File: src/rtl/lbist_session_ctrl.sv
// Fault-injection campaign sequencer: restarts the TPG for each injected fault,
// compares faulty vs fault-free CUT outputs (per pattern or by dual MISR) and counts detections.
module lbist_session_ctrl #(
    parameter int                  OUT_BITS   = 2,
    parameter int                  FAULT_BITS = 5,
    parameter int                  SIG_BITS   = 16,
    parameter logic [SIG_BITS-1:0] MISR_POLY  = 16'h002D,
    parameter int                  PAT_BITS   = 8,
    parameter int                  PIPE_LAT   = 0
) (
    input  logic                  clk,
    input  logic                  rst,
    input  logic                  start,
    input  logic                  mode,
    input  logic                  early_abort,
    input  logic [FAULT_BITS-1:0] num_faults,
    input  logic                  tpg_end,
    input  logic [OUT_BITS-1:0]   cut_op,
    input  logic [OUT_BITS-1:0]   ff_op,
    output logic                  tpg_hold,
    output logic                  fil_inc,
    output logic                  busy,
    output logic                  done,
    output logic                  timeout,
    output logic                  det_flag,
    output logic [FAULT_BITS-1:0] fault_idx,
    output logic [FAULT_BITS-1:0] err_count,
    output logic [SIG_BITS-1:0]   signature,
    output logic [SIG_BITS-1:0]   golden_sig
);

    typedef enum logic [2:0] {
        S_IDLE, S_RESTART, S_RUN, S_DRAIN, S_EVAL, S_NEXT, S_DONE
    } state_t;

    localparam logic [PAT_BITS-1:0]   CNT_LAST   = {{(PAT_BITS-1){1'b1}}, 1'b0};
    localparam logic [1:0]            DRAIN_LAST = (PIPE_LAT > 0) ? 2'(PIPE_LAT - 1) : 2'd0;
    localparam logic [FAULT_BITS-1:0] ONE_F      = 1;

    state_t                state, state_nxt;
    logic                  mode_q, abort_q, mismatch, timeout_q;
    logic [FAULT_BITS-1:0] num_q;
    logic [PAT_BITS-1:0]   cnt;
    logic [1:0]            drain_cnt;
    logic [SIG_BITS-1:0]   misr_cut, misr_ff, misr_cut_nxt, misr_ff_nxt;
    logic                  run_sampled, sample, op_diff, detected, last_fault;

    function automatic logic [SIG_BITS-1:0] misr_step(input logic [SIG_BITS-1:0] sig,
                                                      input logic [OUT_BITS-1:0] op);
        return (sig << 1) ^ (sig[SIG_BITS-1] ? MISR_POLY : '0) ^ SIG_BITS'(op);
    endfunction

    // The pipeline-latency guard folds away entirely when outputs are valid immediately.
    generate
        if (PIPE_LAT == 0) begin : g_nolat
            assign run_sampled = 1'b1;
        end else begin : g_lat
            assign run_sampled = (cnt >= PAT_BITS'(PIPE_LAT));
        end
    endgenerate

    assign op_diff      = |(cut_op ^ ff_op);
    assign sample       = (state == S_RUN && run_sampled) || (state == S_DRAIN);
    assign misr_cut_nxt = sample ? misr_step(misr_cut, cut_op) : misr_cut;
    assign misr_ff_nxt  = sample ? misr_step(misr_ff, ff_op) : misr_ff;
    assign detected     = mode_q ? (signature != golden_sig) : mismatch;
    assign last_fault   = (fault_idx == num_q - ONE_F);
    assign timeout      = timeout_q;

    always_ff @(posedge clk) begin
        if (!rst) state <= S_IDLE;
        else      state <= state_nxt;
    end

    // NOTE: every output and next-state signal gets a default first so no path infers a latch.
    always_comb begin
        state_nxt = state;
        tpg_hold  = 1'b1;
        fil_inc   = 1'b0;
        busy      = 1'b0;
        done      = 1'b0;
        det_flag  = 1'b0;
        case (state)
            S_IDLE, S_DONE: begin
                done = (state == S_DONE);
                if (start) state_nxt = (num_faults == '0) ? S_DONE : S_RESTART;
            end
            S_RESTART: begin
                busy      = 1'b1;
                state_nxt = S_RUN;
            end
            S_RUN: begin
                busy     = 1'b1;
                tpg_hold = 1'b0;
                if (run_sampled && tpg_end)
                    state_nxt = (PIPE_LAT > 0) ? S_DRAIN : S_EVAL;
                else if (!mode_q && abort_q && run_sampled && op_diff)
                    state_nxt = S_EVAL;
                else if (cnt == CNT_LAST)
                    state_nxt = S_DONE;
            end
            S_DRAIN: begin
                busy = 1'b1;
                if (drain_cnt == DRAIN_LAST) state_nxt = S_EVAL;
            end
            S_EVAL: begin
                busy      = 1'b1;
                det_flag  = detected;
                state_nxt = S_NEXT;
            end
            S_NEXT: begin
                busy      = 1'b1;
                fil_inc   = rst;
                state_nxt = last_fault ? S_DONE : S_RESTART;
            end
            default: state_nxt = S_IDLE;
        endcase
    end

    always_ff @(posedge clk) begin
        if (!rst) begin
            mode_q     <= 1'b0;
            abort_q    <= 1'b0;
            num_q      <= '0;
            mismatch   <= 1'b0;
            timeout_q  <= 1'b0;
            cnt        <= '0;
            drain_cnt  <= '0;
            misr_cut   <= '0;
            misr_ff    <= '0;
            fault_idx  <= '0;
            err_count  <= '0;
            signature  <= '0;
            golden_sig <= '0;
        end else begin
            misr_cut <= misr_cut_nxt;
            misr_ff  <= misr_ff_nxt;
            if (sample) mismatch <= mismatch | op_diff;
            case (state)
                S_IDLE, S_DONE: if (start) begin
                    mode_q    <= mode;
                    abort_q   <= early_abort;
                    num_q     <= num_faults;
                    err_count <= '0;
                    fault_idx <= '0;
                    timeout_q <= 1'b0;
                end
                S_RESTART: begin
                    misr_cut  <= '0;
                    misr_ff   <= '0;
                    mismatch  <= 1'b0;
                    cnt       <= '0;
                    drain_cnt <= '0;
                end
                S_RUN: begin
                    cnt <= cnt + 1'b1;
                    if (state_nxt == S_DONE) timeout_q <= 1'b1;
                end
                S_DRAIN: drain_cnt <= drain_cnt + 1'b1;
                S_EVAL:  if (detected) err_count <= err_count + ONE_F;
                S_NEXT:  if (!last_fault) fault_idx <= fault_idx + ONE_F;
                default: ;
            endcase
            // Published signatures include the final sample taken on the way into EVAL.
            if (state_nxt == S_EVAL && state != S_EVAL) begin
                signature  <= misr_cut_nxt;
                golden_sig <= misr_ff_nxt;
            end
        end
    end

endmodule

File: config.mk
export PLATFORM = sky130hd
export DESIGN_NAME = lbist_session_ctrl
export DESIGN_NICKNAME = d
export VERILOG_FILES = /design/src/rtl/lbist_session_ctrl.sv
export SDC_FILE = /design/constraint.sdc
export NUM_CORES = 1
export LEC_CHECK = 0
export CAP_MARGIN = 20
export CORE_ASPECT_RATIO = 0.8
export CORE_UTILIZATION = 58
export DETAILED_ROUTE_END_ITERATION = 7
export PLACE_DENSITY_LB_ADDON = 0.25
export SYNTH_ARGS = -nofsm -noshare
export SYNTH_HDL_FRONTEND = slang
export SYNTH_SLANG_ARGS = --single-unit
File: constraint.sdc
create_clock -name clk -period 6.3 [get_ports clk]
set_input_delay 1.26 -clock clk [delete_from_list [all_inputs] [get_ports clk]]
set_output_delay 1.26 -clock clk [all_outputs]
set_load 0.02 [all_outputs]
; Word level (Yosys, flattened, before mapping)
; Cells that the tools add are included.
[word_totals]
inputBits = 15
regBits = 96
out_inout_bits = 48
wordCells = 91
[classes]
add_sub_neg = 5
eq_ne = 16
reduce_logical = 21
bitwise_logic = 7
muxes = 28
[ops]
columns = cell, n
row1 = $mux 16, 2
row2 = $xor 16x2->16, 2
row3 = $xor 16x6->16, 2
row4 = $mux 3, 7
row5 = $pmux 5 s2, 2
row6 = $pmux 3 s6, 1
row7 = $ne 16x16->1, 1
row8 = $pmux 8 s2, 1
row9 = $eq 3x3->1 const B, 5
row10 = $mux 5, 3
row11 = $mux 6, 2
row12 = $add 5x1->5 const B, 2
row13 = $reduce_bool 2->1, 5
row14 = $reduce_and 3->1, 3
row15 = $add 8x1->8 const B, 1
row16 = $eq 8x8->1 const B, 1
row17 = $mux 1, 8
row18 = $eq 3x2->1 const B, 2
row19 = $ne 2x2->1 const B, 3
row20 = $reduce_or 2->1, 3
row21 = $eq 5x5->1, 1
row22 = $logic_not 5->1, 1
row23 = $reduce_or 5->1, 1
row24 = $sub 5x1->5 const B, 1
row25 = other kinds (15), 17

; Logic depth before layout (Yosys ltp)
; Gate-level depths: netlist of the first run.
[logic_depth]
ltp_word = 9
depth_mapped = 9
ltp_nobuf = 8

; Worst setup path after synthesis of the first run
; No wires, ideal clock.
[synth_path]
kind = input to output
from = input port rst
to = output port fil_inc
n_path_buf = 1
required_time_ns = 5.040
path_slack_ns = 3.223
path_stages = 3
arrival_ns = 1.817
path_cell_list = inv_1 -> clkbuf_1 -> nor2_1
[synth_between]
elab_chain_len = 1
[synth_lines]
columns = element, line_no
row1 = "start, declared", 12  ; input logic rst,
row2 = $mux 1, 83  ; case (state)
row3 = "end, declared", 21  ; output logic fil_inc,
; No other way between the ends.

; Worst setup path after layout of the first run
; Ends and elaborated chain as after synthesis.

==> reports/metrics.cfg, run 1 <==
[placed_design]
routabilityCongestion=0.8893
io_buffers=62
dp_hpwl_um=7074

[clock_tree]
post_cts_buffers=0
path_clk_slew_ns=0.08
clock_latency_ns=0.36
cts_made_buffers=9
cts_tree=built
cts_hold_buf=0
cts_resized=0
htree_levels=3
cts_buffer_depth=2
cts.sinks=96
cts-root-buf=clkbuf_8

[worst_setup_path]
worst_path_max_delay_cell=clkdlybuf4s50_1
setup.worst_path.start_class=primary input
cp.required_ns=5.04
worstPathCellList=clkdlybuf4s50_1, inv_1, nor2_1, clkdlybuf4s50_1
max_stage_delay_ns=0.96
critPathBufInv=3
critPathCaptureType=primary output
cp.arrival_ns=3.08
cpMostUsedCell=clkdlybuf4s50_1
rrSetupSlack_ns=3.16
path_class=in -> out
critPathMaxFanout=24
path_delay_family=buffers and inverters

[yosys]
ys_async_sr_fraction_pct=0
ys_ff_latch=96
syn_inst=513
synth_edf_count=0
synthFlopType=dfxtp_1
syn_area_per_cell_um2=8.551
yosysWarnings=0
ys_top_cells_by_area=dfxtp_1 (44%), nor2_1 (6.7%), mux2i_1 (6.4%)
synth_nets=534
netlist.area_leader.share_pct=43.81
syn-cell-area_um2=4387
synth_cell_types=50
ys_seq_area_share_pct=43.81
yosysTopAreaCell=dfxtp_1

[sta]
slew_headroom_pct=41.75
fmax_ghz=0.2302
final_max_slew_viol_count=0
hold_viol=0
rsz0062_at_grt=false
period_share_pct=68.95
setup_viol_count_final=0
fin_worst_skew_ns=0.01152
tightest_slew_ns=0.8726
period_minus_slack_ns=4.344
tns_ns=0

[final_layout]
final_core_util_pct=73.69
nets=581
syn_to_final_growth_pct=19.17
antenna_cells=0
drive_gt1_share_pct=5.851

[route]
drt_iter0_markers=234
via_count=3720
post_drt_wl_per_cell_um=15.64
routed_wl_um=10180
drt_pass1_iterations=5
drc_errors=0
via_per_inst=5.714
ant_nets=0

[power]
ir_worst_vdd_mv=0.1654
p_leak_uw=0.001858
power_density_nw_per_um2=311.6
totalPowerFinal_uw=1629

[outcome]
status=completed

[die]
initial_core_util_pct=61.83
io_pins=63
dieWidth_um=99.23
die_y_um=79.79
core_area_um2=7094
core.rowCount=27
die_area_um2=7917

[global_routing]
grt_max_degree=60
grt_pass1_wl_um=16740
grt_pass1_vias=3420
antenna_found_initial=0
gr-total-overflow=0
grt_usage_pct=27.05

[flow_run]
cap_violations=0

[hold_path]
holdCritPathClass=reg -> reg

layout by cell type, fill, tap and decap left out, types with 14 or more instances in the layout:
master and n:
a21oi_1 32, xor2_1 20, mux2i_1 28, xnor2_1 18, dfxtp_1 96, nand2_1 53
o21ai_0 20, inv_1 16, nor2_1 78, clkdlybuf4s50_1 62, a211oi_1 14
sequential cells by signal, indices dropped and copies added (netlist names):
signal	cells
golden_sig	16
misr_cut	16
misr_ff	16
signature	16
cnt	8
err_count	5
fault_idx	5
num_q	5
state	3
drain_cnt	2
abort_q	1
mismatch	1
mode_q	1
timeout	1
report_power, final:
part / leakage [uW] / internal [uW] / switching, uW / total (uW)
sequential: 0.000778 / 664 / 73.9 / 738
clock: 0.0000985 / 192 / 208 / 400
combinational: 0.000982 / 206 / 284 / 491
cells in the mapped netlist, types with 3 or more instances:
library cell	n
or3_1	4
nand3_1	13
nand2_1	53
a21oi_1	32
dfxtp_1	96
xnor2_1	18
nor3_1	9
a211oi_1	14
xor2_1	20
nor2b_1	9
o21ai_1	7
buf_2	5
o21ai_0	20
o21a_1	4
ha_1	6
nor4_1	3
clkbuf_1	18
inv_1	16
o211ai_1	3
and2_1	8
nor2_1	78
mux2i_1	28
buf_4	5
a211oi_2	9
nand4_1	3
cell families (layout without fill, tap and decap cells):
family          count (synthesis)  after routing  synth area share (%)
compound gates                103            103                 15.63
buf+inv                        48             99                 4.849
simple gates                  193            193                 19.79
flops                          96             96                 43.81
xor+xnor                       38             38                 7.587
mux                            28             28                 6.389
fa+ha+maj                       7              7                 1.939
cell type report:
type | count | area [um^2]
Multi-Input combinational cell | 369 | 2265
Sequential cell | 96 | 1922
Fill cell | 536 | 1867
Timing Repair Buffer | 66 | 670.6
Clock buffer | 10 | 137.6
Tap cell | 87 | 108.9
Inverter | 18 | 67.56
Clock inverter | 5 | 56.30
per-layer routing:
layer,global-route usage (%),share of wire [%]
met2,42.99,45
met5,0,0
met1,37.85,48
met3,6.042,6.6
met4,5.441,0.85
worst paths after layout:
| kind | startpoint | to | cells after the start |
|---|---|---|---|
| max | rst | fil_inc | 4 |
| min reg2reg | timeout | timeout | 2 |
| min | timeout | timeout | 2 |
| max reg2reg | state[1] | signature[5] | 7 |
worst reg2reg max path, stage by stage, from the launching register on:
cell and delay (ns):
dfxtp_1 0.74, nor2b_4 0.26, buf_4 0.52, o311ai_1 0.30, a211oi_4 0.29, buf_4 0.57, mux2i_1 0.29, and2_1 0.14
through the flow:
step | worst slack (ns) | cell area, um^2 | hold WS (ns) | std cells
final | 1.956 | 5228 | 0.4541 | 651
after global routing | 1.813 | 5228 | 0.4989 | 651
after CTS | 1.930 | 5200 | 0.4565 | 650
after detailed placement | 1.931 | 5006 | 0.4375 | 635
after global placement | 1.946 | 5006 | 0.4348 | 635
after floorplan | 3.223 | 4387 | 0.4319 | 513
Power figures use the tool's default switching activity.
==> run 2, diff against run 1 <==
--- a/config.mk
+++ b/config.mk
@@ -7,7 +7,7 @@
 export LEC_CHECK = 0
 export CAP_MARGIN = 20
 export CORE_ASPECT_RATIO = 0.8
-export CORE_UTILIZATION = 58
+export CORE_UTILIZATION = 54
 export DETAILED_ROUTE_END_ITERATION = 7
 export PLACE_DENSITY_LB_ADDON = 0.25
 export SYNTH_ARGS = -nofsm -noshare
==> constraint.sdc (replaced) <==
create_clock -name clk -period 4.1 [get_ports clk]
set_input_delay 0.82 -clock clk [delete_from_list [all_inputs] [get_ports clk]]
set_output_delay 0.82 -clock clk [all_outputs]
set_load 0.02 [all_outputs]
==> run 2 against run 1 <==
Critical path type is now reg -> out. Largest power group unchanged. Final cell count rose by 3.7%. Sequential power is 53% higher. Critical endpoint is now det_flag. Combinational power rose by 55%.
==> reports/metrics.cfg, run 2 (synthesis results as in run 1) <==
[outcome]
status=completed  ; unchanged

[global_routing]
grt_pass1_wl_um=16760  ; was 16740 um
grt_max_degree=60  ; unchanged
grt_pass1_vias=3479  ; was 3420
antenna_found_initial=0  ; unchanged
grt_usage_pct=25.67  ; was 27.05%
gr-total-overflow=0  ; unchanged

[sta]
period_share_pct=81.03
tightest_slew_ns=0.6091  ; was 0.8726 ns
fmax_ghz=0.3010
fin_worst_skew_ns=0.007899  ; was 0.01152 ns
tns_ns=0  ; unchanged
period_minus_slack_ns=3.322
rsz0062_at_grt=false  ; unchanged
setup_viol_count_final=0  ; unchanged
final_max_slew_viol_count=0  ; unchanged
hold_viol=0  ; unchanged
slew_headroom_pct=59.34  ; was 41.75%

[power]
p_switching_uw=884.3  ; was 565.9 uW
pwr-share-clk_pct=23.2  ; was 24.5%
comb_power_share_pct=30.9  ; was 30.1%
swShare_pct=36.02  ; was 34.75%
p_leak_uw=0.001855  ; was 0.001858 uW
intPower_uw=1571  ; was 1063 uW
p_seq_share_pct=45.8  ; was 45.3%
ir_worst_vdd_mv=0.2671  ; was 0.1654 mV
power_density_nw_per_um2=466.3  ; was 311.6 nW/um^2

[route]
drt_iter0_markers=164  ; was 234
drt_pass1_iterations=4  ; was 5
ant_nets=0  ; unchanged
routed_wl_um=10210  ; was 10180 um
post_drt_wl_per_cell_um=15.12  ; was 15.64 um
via_per_inst=5.413  ; was 5.714
drc_errors=0  ; unchanged
via_count=3654  ; was 3720

[worst_setup_path]
critPathCaptureType=primary output  ; unchanged
max_stage_delay_ns=0.70  ; was 0.96 ns
cp.arrival_ns=2.50  ; was 3.08 ns
r2r_end=signature[10]  ; was signature[5]
r2r-start=state[1]  ; unchanged
path_class=reg -> out  ; was in -> out
r2r_cells=7  ; unchanged
path_delay_family=buffers and inverters  ; unchanged
critPathBufInv=2  ; was 3
cp-endpoint=det_flag  ; was fil_inc
worst_path_max_delay_cell=dfxtp_1  ; was clkdlybuf4s50_1
crit_cells=6  ; was 4
critPathMaxFanout=16  ; was 24
rrSetupSlack_ns=1.13  ; was 3.16 ns
worstPathCellList=nand2b_1, nor2_1, o21a_1, o21ai_1, inv_1, clkdlybuf4s50_1  ; was clkdlybuf4s50_1, inv_1, nor2_1, clkdlybuf4s50_1
cp.required_ns=3.28  ; was 5.04 ns
setup.worst_path.start_class=flip-flop  ; was primary input
crit_start=state[2]  ; was rst

[final_layout]
final_common_cell=dfxtp_1  ; unchanged
antenna_cells=0  ; unchanged
final_core_util_pct=66.56  ; was 73.69%
drive_gt1_share_pct=6.349  ; was 5.851%
most-common-layout-cells=dfxtp_1 (96), nor2_1 (78), clkdlybuf4s50_1 (62)  ; unchanged
syn_to_final_growth_pct=20.02  ; was 19.17%
fill_cells=712  ; was 536
nets=583  ; was 581

[die]
core_area_um2=7910  ; was 7094 um^2
die_area_um2=8490  ; was 7917 um^2
die_y_um=82.62  ; was 79.79 um
core.rowCount=29  ; was 27
dieWidth_um=102.8  ; was 99.23 um
io_pins=63  ; unchanged
initial_core_util_pct=55.46  ; was 61.83%

[clock_tree]
cts_tree=built  ; unchanged
cts_buffer_depth=2  ; unchanged
cts_made_buffers=9  ; unchanged
cts.sinks=96  ; unchanged
post_cts_buffers=0  ; unchanged
clock_latency_ns=0.36  ; about the same
path_clk_slew_ns=0.09  ; was 0.08 ns
htree_levels=3  ; unchanged
cts_hold_buf=0  ; unchanged
cts_resized=0  ; unchanged
cts-root-buf=clkbuf_8  ; unchanged

[placed_design]
routabilityCongestion=0.7779  ; was 0.8893
io_buffers=62  ; unchanged
dp_hpwl_um=7122  ; was 7074 um

[hold_path]
holdCritPathClass=reg -> reg  ; unchanged
hold_depth=2  ; unchanged
holdCritStartpoint=abort_q  ; was timeout

[flow_run]
cap_violations=0  ; unchanged

run 2: cell types whose count changed in the layout (fill, tap and decap cells not counted), sizes merged:
cell	before	now
buf	4	6
bufinv	1	0
clkbuf	10	9
clkinv	2	1
clkinvlp	1	3
inv	19	21
run 2: worst min-delay path by stage:
stage | endpoint | slack [ns]
floorplan | drain_cnt[1] | 0.43
global placement | drain_cnt[1] | 0.44
detailed placement | timeout | 0.44
CTS | abort_q | 0.47
global route | timeout | 0.48
finish | abort_q | 0.46
run 2: cell type report:
| type | instances | area, um^2 | area share (%) |
|---|---|---|---|
| multi-input combinational | 369 | 2265 | 43.01 |
| sequential | 96 | 1922 | 36.50 |
| timing repair buffer | 68 | 698.2 | 13.26 |
| tap | 108 | 135.1 | 2.567 |
| clock buffer | 9 | 123.9 | 2.353 |
| inverter | 18 | 67.56 | 1.283 |
| clock inverter | 7 | 53.80 | 1.022 |
run 2: per-layer routing:
layer  part of all wire (%)  global-route usage (%)  vias to the layer above
li1                       -                       -                     1841
met1                     50                   37.00                     1718
met2                     45                   39.00                       87
met3                    4.5                   5.051                        8
met4                   0.80                   7.183                        0
met5                      0                       0                        -
run 2: worst register-to-register path: stages (launching register included):
cell and delay (ns):
dfxtp_1 0.72, nor2b_4 0.50, buf_4 0.50, a31oi_1 0.23, a211oi_4 0.29, buf_12 0.30, nor2_1 0.11, a211oi_1 0.23
run 2: stage by stage:
stage / setup slack [ns] / area, um^2 / power [uW] / hold WS (ns) / std cells
global route: 0.5886 / 5265 / 2584 / 0.4834 / 675
global placement: 1.195 / 5060 / 1873 / 0.4396 / 658
floorplan: 1.847 / 4387 / 1640 / 0.4319 / 513
detailed placement: 1.164 / 5060 / 1891 / 0.4422 / 658
CTS: 0.7792 / 5238 / 2454 / 0.4672 / 674
finish: 0.7777 / 5265 / 2455 / 0.4601 / 675
run 2: power by group through the flow:
stage	sequential, uW	clock, uW	combinational [uW]
floorplan	1170	0	472
global placement	1140	0	732
detailed placement	1150	0	746
CTS	1120	579	750
global route	1140	621	824
finish	1130	571	759
